`src/rtl/fetch_stage.sv`:
```
// Instruction-fetch stage: owns the PC, issues instruction-memory requests and
// loads the IF/ID pipeline register. It handles stall, flush and redirect, and
// works with multi-cycle memory through the imem_req/imem_ready handshake.
module fetch_stage #(
  parameter int unsigned   N        = 32,
  parameter logic [N-1:0]  RESET_PC = '0
) (
  input  logic         clock,
  input  logic         reset_n,
  output logic         imem_req,
  output logic [N-1:0] imem_addr,
  input  logic         imem_ready,
  input  logic [N-1:0] imem_rdata,
  input  logic         stall,
  input  logic         flush,
  input  logic         redirect,
  input  logic [N-1:0] redirect_pc,
  output logic         ifid_valid,
  output logic [N-1:0] ifid_instr,
  output logic [N-1:0] ifid_pc,
  output logic [N-1:0] ifid_pc4
);

  typedef enum logic [1:0] {StFetch, StHold, StDrop} state_e;

  state_e       state_q, state_d;
  logic [N-1:0] pc_q, pc_d;
  logic [N-1:0] req_addr_q, req_addr_d;
  logic         req_q, req_d;
  logic [N-1:0] hold_q, hold_d;
  logic         valid_q, valid_d;
  logic [N-1:0] instr_q, instr_d;
  logic [N-1:0] ifpc_q, ifpc_d;
  logic [N-1:0] ifpc4_q, ifpc4_d;

  logic         complete;
  logic [N-1:0] pc_plus4;
  logic [N-1:0] target;

  assign complete = req_q & imem_ready;
  assign pc_plus4 = pc_q + N'(4);
  assign target   = {redirect_pc[N-1:2], 2'b00};

  assign imem_req   = req_q;
  assign imem_addr  = req_addr_q;
  assign ifid_valid = valid_q;
  assign ifid_instr = instr_q;
  assign ifid_pc    = ifpc_q;
  assign ifid_pc4   = ifpc4_q;

  // Next-state logic: redirect first, then per-state fetch handling, then flush.
  always_comb begin
    state_d    = state_q;
    pc_d       = pc_q;
    req_addr_d = req_addr_q;
    req_d      = req_q;
    hold_d     = hold_q;
    valid_d    = valid_q;
    instr_d    = instr_q;
    ifpc_d     = ifpc_q;
    ifpc4_d    = ifpc4_q;

    if (redirect) begin
      valid_d = 1'b0;
      pc_d    = target;
      hold_d  = '0;
      unique case (state_q)
        StFetch: begin
          if (req_q && !imem_ready) begin
            // Stale request still in flight: keep the address stable until it returns.
            state_d = StDrop;
          end else begin
            req_addr_d = target;
            req_d      = 1'b1;
          end
        end
        StHold: begin
          req_addr_d = target;
          req_d      = 1'b1;
          state_d    = StFetch;
        end
        StDrop: begin
          // Stale response arriving now is discarded; go straight to the newest target.
          if (complete) begin
            req_addr_d = target;
            state_d    = StFetch;
          end
        end
        default: state_d = StFetch;
      endcase
    end else begin
      unique case (state_q)
        StFetch: begin
          req_d = 1'b1;
          if (complete) begin
            if (stall && !flush) begin
              hold_d  = imem_rdata;
              req_d   = 1'b0;
              state_d = StHold;
            end else begin
              pc_d       = pc_plus4;
              req_addr_d = pc_plus4;
              valid_d    = 1'b1;
              instr_d    = imem_rdata;
              ifpc_d     = pc_q;
              ifpc4_d    = pc_plus4;
            end
          end else if (!stall) begin
            valid_d = 1'b0;
          end
        end
        StHold: begin
          if (!stall) begin
            pc_d       = pc_plus4;
            req_addr_d = pc_plus4;
            req_d      = 1'b1;
            valid_d    = 1'b1;
            instr_d    = hold_q;
            ifpc_d     = pc_q;
            ifpc4_d    = pc_plus4;
            state_d    = StFetch;
          end
        end
        StDrop: begin
          valid_d = 1'b0;
          if (complete) begin
            req_addr_d = pc_q;
            state_d    = StFetch;
          end
        end
        default: state_d = StFetch;
      endcase
      // Flush kills whatever IF/ID would hold, including a word completing now.
      if (flush) valid_d = 1'b0;
    end
  end

  // State and pipeline-register update with asynchronous reset.
  always_ff @(posedge clock or negedge reset_n) begin
    if (!reset_n) begin
      state_q    <= StFetch;
      pc_q       <= RESET_PC;
      req_addr_q <= RESET_PC;
      req_q      <= 1'b0;
      hold_q     <= '0;
      valid_q    <= 1'b0;
      instr_q    <= '0;
      ifpc_q     <= '0;
      ifpc4_q    <= '0;
    end else begin
      state_q    <= state_d;
      pc_q       <= pc_d;
      req_addr_q <= req_addr_d;
      req_q      <= req_d;
      hold_q     <= hold_d;
      valid_q    <= valid_d;
      instr_q    <= instr_d;
      ifpc_q     <= ifpc_d;
      ifpc4_q    <= ifpc4_d;
    end
  end

endmodule

```
`config.mk`:
```
export PLATFORM = sky130hd
export DESIGN_NAME = fetch_stage
export DESIGN_NICKNAME = d
export VERILOG_FILES = /design/src/rtl/fetch_stage.sv
export SDC_FILE = /design/constraint.sdc
export NUM_CORES = 1
export LEC_CHECK = 0
export CORE_UTILIZATION = 55
export CTS_CLUSTER_DIAMETER = 30
export DETAILED_ROUTE_END_ITERATION = 7
export MAX_ROUTING_LAYER = met4
export PLACE_DENSITY = 0.94
export RECOVER_POWER = 50
export SKIP_LAST_GASP = 1
export SLEW_MARGIN = 20
export SYNTH_ARGS = -nofsm -noshare
export SYNTH_HDL_FRONTEND = slang
export SYNTH_SLANG_ARGS = --single-unit
```
`constraint.sdc`:
```
create_clock -name clock -period 3.09 [get_ports clock]
set_input_delay 0.927 -clock clock [delete_from_list [all_inputs] [get_ports clock]]
set_output_delay 0.927 -clock clock [all_outputs]
set_load 0.02 [all_outputs]
```
==> flow_summary_export.csv <==
group,metric,value,unit
synth,post_synth_mux_area_share,0.105,
setup_path,critical-path-slowest-cell,"or2_1",
power_and_ir_drop,cellInternalPower,6.88,mW
cts,cts-buffers-inserted,17,
sta,timing.clock.skew,0.00879,ns
floorplanning,initial_core_util,0.570,
synth,synth.top_cells.by_area,"dfrtp_1 (50%), nand2_1 (7.2%), mux2_2 (5.4%)",
global_route,m2_gr_usage,0.472,
power_and_ir_drop,total_leakage_power,5.14,nW
setup_path,timing.critical_path.fanout_max,32,
setup_path,reg2reg_slack,0.45,ns
power_and_ir_drop,power_frac_clock,0.188,
synth,synth_compound_area_frac,0.123,
cts,clock_sinks,189,
hold_path,worst_hold_path_type,"flip-flop to flip-flop",
power_and_ir_drop,seq_power_share,0.347,
global_route,antenna_violations_before_repair,0,
setup_path,setup.worst_path.start_class,"primary input",
synth,synth_area_in_xor_xnor,0.0661,
status,violations,"max-capacitance violations, max-slew violations",
drt,drt_pass1_iterations,5,
synth,synth_top_cell_area_share,0.495,
setup_path,crit-reg2reg-launch,"pc_q[2]$_DFFE_PN0P_",
floorplanning,die-width,134,um
setup_path,timing.critical_path.to,"hold_q[22]$_DFFE_PN0P_",
synth,synth.cell_area,0.00955,mm2
layout,finish.instance_area,0.0123,mm2
sta,layout_setup_ws,0.295,ns
synth,synth.avg_cell_area,9.78,um2
setup_path,nature_of_the_critical_path_endpoint,"flip-flop",
sta,max_freq,358,MHz
cts,clk_root_buffer_cell,"clkbuf_16",
cts,htreeDepth,4,
cts,cts_hold_buffers,0,
setup_path,timing.critical_path.from,"imem_ready",
setup_path,crit_family,"simple AND/OR/NAND/NOR gates",
synth,post_synth_most_frequent_cells,"dfrtp_1 (189), nand2_1 (182), o21ai_0 (95), xor2_1 (49), a21oi_1 (48)",
place,detailed_place_hpwl,18200,um
run,max_cap_violations,1,
cts,cts.repair.resized,0,
layout,nNetsFinal,1211,
global_route,grt_pass1_wl,41900,um
sta,max_slew.worst_pin.slew,1.75,ns
global_route,grt_start_max_net_pins,67,
layout,post_route_cells_drive_above_1_share,0.121,
synth,syn_inst,976,
setup_path,r2r.worst_path.cells,7,
sta,rsz0062_at_grt,"no",
setup_path,critical_path_arrival,3.16,ns
drt,viasPerCell,5.97,
sta,timing.max_slew.rel_slack,-0.164,
sta,report.final.setup_viol,0,
cts,clk_pin_slew_worst_paths,0.07,ns
floorplanning,placeableCoreArea,0.0168,mm2
synth,synthMostInstantiatedCell,"dfrtp_1",
synth,synthFlopType,"dfrtp_1",
place,dpl_worst_slack,0.0154,ns
global_route,globalRouteOverflowTotal,0,
cts,cts.repair_timing.setup_buffer_count,0,
setup_path,worst-endpoint-required,3.45,ns
synth,synth.yosys.seq_area_share,0.495,
synth,synth_fa_ha_area_frac,0.00655,
drt,via_count,8174,
synth,netlist-cell-type-count,57,
global_route,gr-usage-met3,0.0537,
power_and_ir_drop,vdd.ir_drop.worst,0.595,mV
floorplanning,rows,47,
setup_path,crit_chain,"dlygate4sd3_1 > nand3_1 > buf_4 > or2_1 > nand2_1 > a21oi_1",
power_and_ir_drop,power.combinational.fraction,0.464,
sta,min_period,2.80,ns
floorplanning,dieArea,0.0179,mm2
sta,final.hold.worst_slack,0.477,ns
synth,combinational_family_with_the_most_area_after_synthesis,"simple AND/OR/NAND/NOR gates",
synth,async_flop_share,1.00,
global_route,track_usage,0.312,
setup_path,r2r-end,"pc_q[22]$_DFFE_PN0P_",
setup_path,worstSetupPathDepth,6,
global_route,via_count_of_the_first_global_routing_pass,8112,
synth,synth_warnings,0,
place,place.port_buffers,193,
synth,synth-edff-count,0,
floorplanning,die_y,134,um
sta,finalMaxSlewViolations,65,
global_route,gr-usage-met1,0.390,
synth,synth_area_leader,"dfrtp_1",
power_and_ir_drop,total_switching_power,4.59,mW
setup_path,critical_path_buf_inv_count,2,
floorplanning,design.portCount,200,
cts,worst_skew_pair.late_latency,0.45,ns
drt,drt-initial-drc-count,854,
layout,antenna-diode-count,0,
power_and_ir_drop,p_sw_frac,0.400,
synth,postSynthRegisterBits,189,
layout,area_growth_syn_to_layout,28.9,%
setup_path,highest_cell_delay_on_the_worst_timing_path,0.90,ns
drt,ant_nets,0,
sta,min_period_over_period,0.905,
global_route,busiest_layer,"met2",
synth,synth_simple_gate_area_frac,0.150,
place,dpl_cell_area,0.0117,mm2
setup_path,crit_type,"primary input to flip-flop",
sta,final_hold_viol_count,0,
drt,post-route-drc-count,0,
drt,routed_wl,26600,um
power_and_ir_drop,power_density,932,mW/mm2
place,gp_congestion,0.918,
cts,clock_path_buffers,2,
sta,timing.setup.tns,0,ns
drt,routed_wire_length_per_instance,19.4,um
cts,cts_tree,"built",
status,status,"finished, violations left",
per-layer routing:
layer	vias up	wire length, um	part of all wire
li1	3659	-	-
met1	3993	10600	0.40
met2	405	12700	0.48
met3	117	1760	0.066
met4	0	1540	0.058
met5	-	0	0
worst min-delay path by stage:
| stage | from | endpoint | slack [ns] | cells past startpoint |
|---|---|---|---|---|
| 3_5_place_dp | ifid_instr[12]$_DFFE_PN0P_ | ifid_instr[12]$_DFFE_PN0P_ | 0.47 | 2 |
| 4_1_cts | ifid_pc4[20]$_DFFE_PN0P_ | ifid_pc4[20]$_DFFE_PN0P_ | 0.49 | 2 |
| 2_1_floorplan | hold_q[0]$_DFFE_PN0P_ | hold_q[0]$_DFFE_PN0P_ | 0.50 | 2 |
| 3_3_place_gp | ifid_instr[4]$_DFFE_PN0P_ | ifid_instr[4]$_DFFE_PN0P_ | 0.46 | 2 |
| 6_report | ifid_pc4[2]$_DFFE_PN0P_ | ifid_pc4[2]$_DFFE_PN0P_ | 0.48 | 2 |
| 5_1_grt | ifid_instr[12]$_DFFE_PN0P_ | ifid_instr[12]$_DFFE_PN0P_ | 0.51 | 2 |
cells by family after synthesis:
logic type	count (synthesis)
flip-flops	189
buffers and inverters	112
multiplexers	94
adder cells (fa/ha/maj)	5
AND/OR/NAND/NOR	301
other	1
AO/OA/AOI/OAI	202
XOR/XNOR	72
sequential cells by signal (all words and copies together), names as in the netlist:
name,flops
hold_q,32
ifid_instr,32
ifid_pc,30
ifid_pc4,30
ifid_valid,1
imem_addr,31
imem_req,1
pc_q,30
state_q,2
layout by cell type (no fill, tap or decap), types with 5 or more instances in the layout:
| cell | n |
|---|---|
| nor3_1 | 17 |
| o21ai_0 | 95 |
| mux2i_1 | 47 |
| dfrtp_1 | 189 |
| a31oi_1 | 9 |
| a221oi_1 | 8 |
| nand4_1 | 13 |
| clkinv_4 | 6 |
| dlygate4sd3_1 | 54 |
| nand4b_1 | 5 |
| buf_12 | 8 |
| xor2_1 | 49 |
| clkbuf_16 | 17 |
| buf_4 | 30 |
| nand3_1 | 15 |
| mux2_2 | 46 |
| inv_1 | 16 |
| xnor2_1 | 23 |
| inv_6 | 5 |
| o211ai_1 | 8 |
| nor4_1 | 5 |
| o2111ai_1 | 8 |
| nor2_1 | 27 |
| or3_1 | 6 |
| nand2b_1 | 9 |
| clkdlybuf4s50_1 | 137 |
| nand2_1 | 182 |
| a21oi_1 | 47 |
power by group through the flow:
stage	Sequential, mW	Combinational [mW]	Clock, mW
final	3.98	5.33	2.16
after global routing	4.08	5.65	2.27
after CTS	3.99	5.46	2.17
after detailed placement	4.01	5.40	0
after global placement	3.98	5.22	0
after floorplan	4.82	2.08	0
tightest hold or removal path, delay by kind of cell, from the launching register on:
family           cells  cell delay (ns)
flip-flops           1             0.34
AO/OA/AOI/OAI        1             0.06
AND/OR/NAND/NOR      1             0.04
metrics by stage:
step	total power, mW	utilization	cells
CTS	11.6	0.735	1369
floorplan	6.90	-	979
finish	11.5	0.734	1369
detailed placement	9.41	0.700	1337
global placement	9.20	0.700	1337
global route	12.0	0.734	1369
layout make-up:
class	instances	area, um2
clock inverters	15	153
well taps	220	275
flip-flops and latches	189	4730
clock buffers	17	425
inverters	17	63.8
multi-input cells	678	4340
repair buffers	233	2320
fillers	1023	4460
No activity file was read; power rests on OpenSTA's default activity.
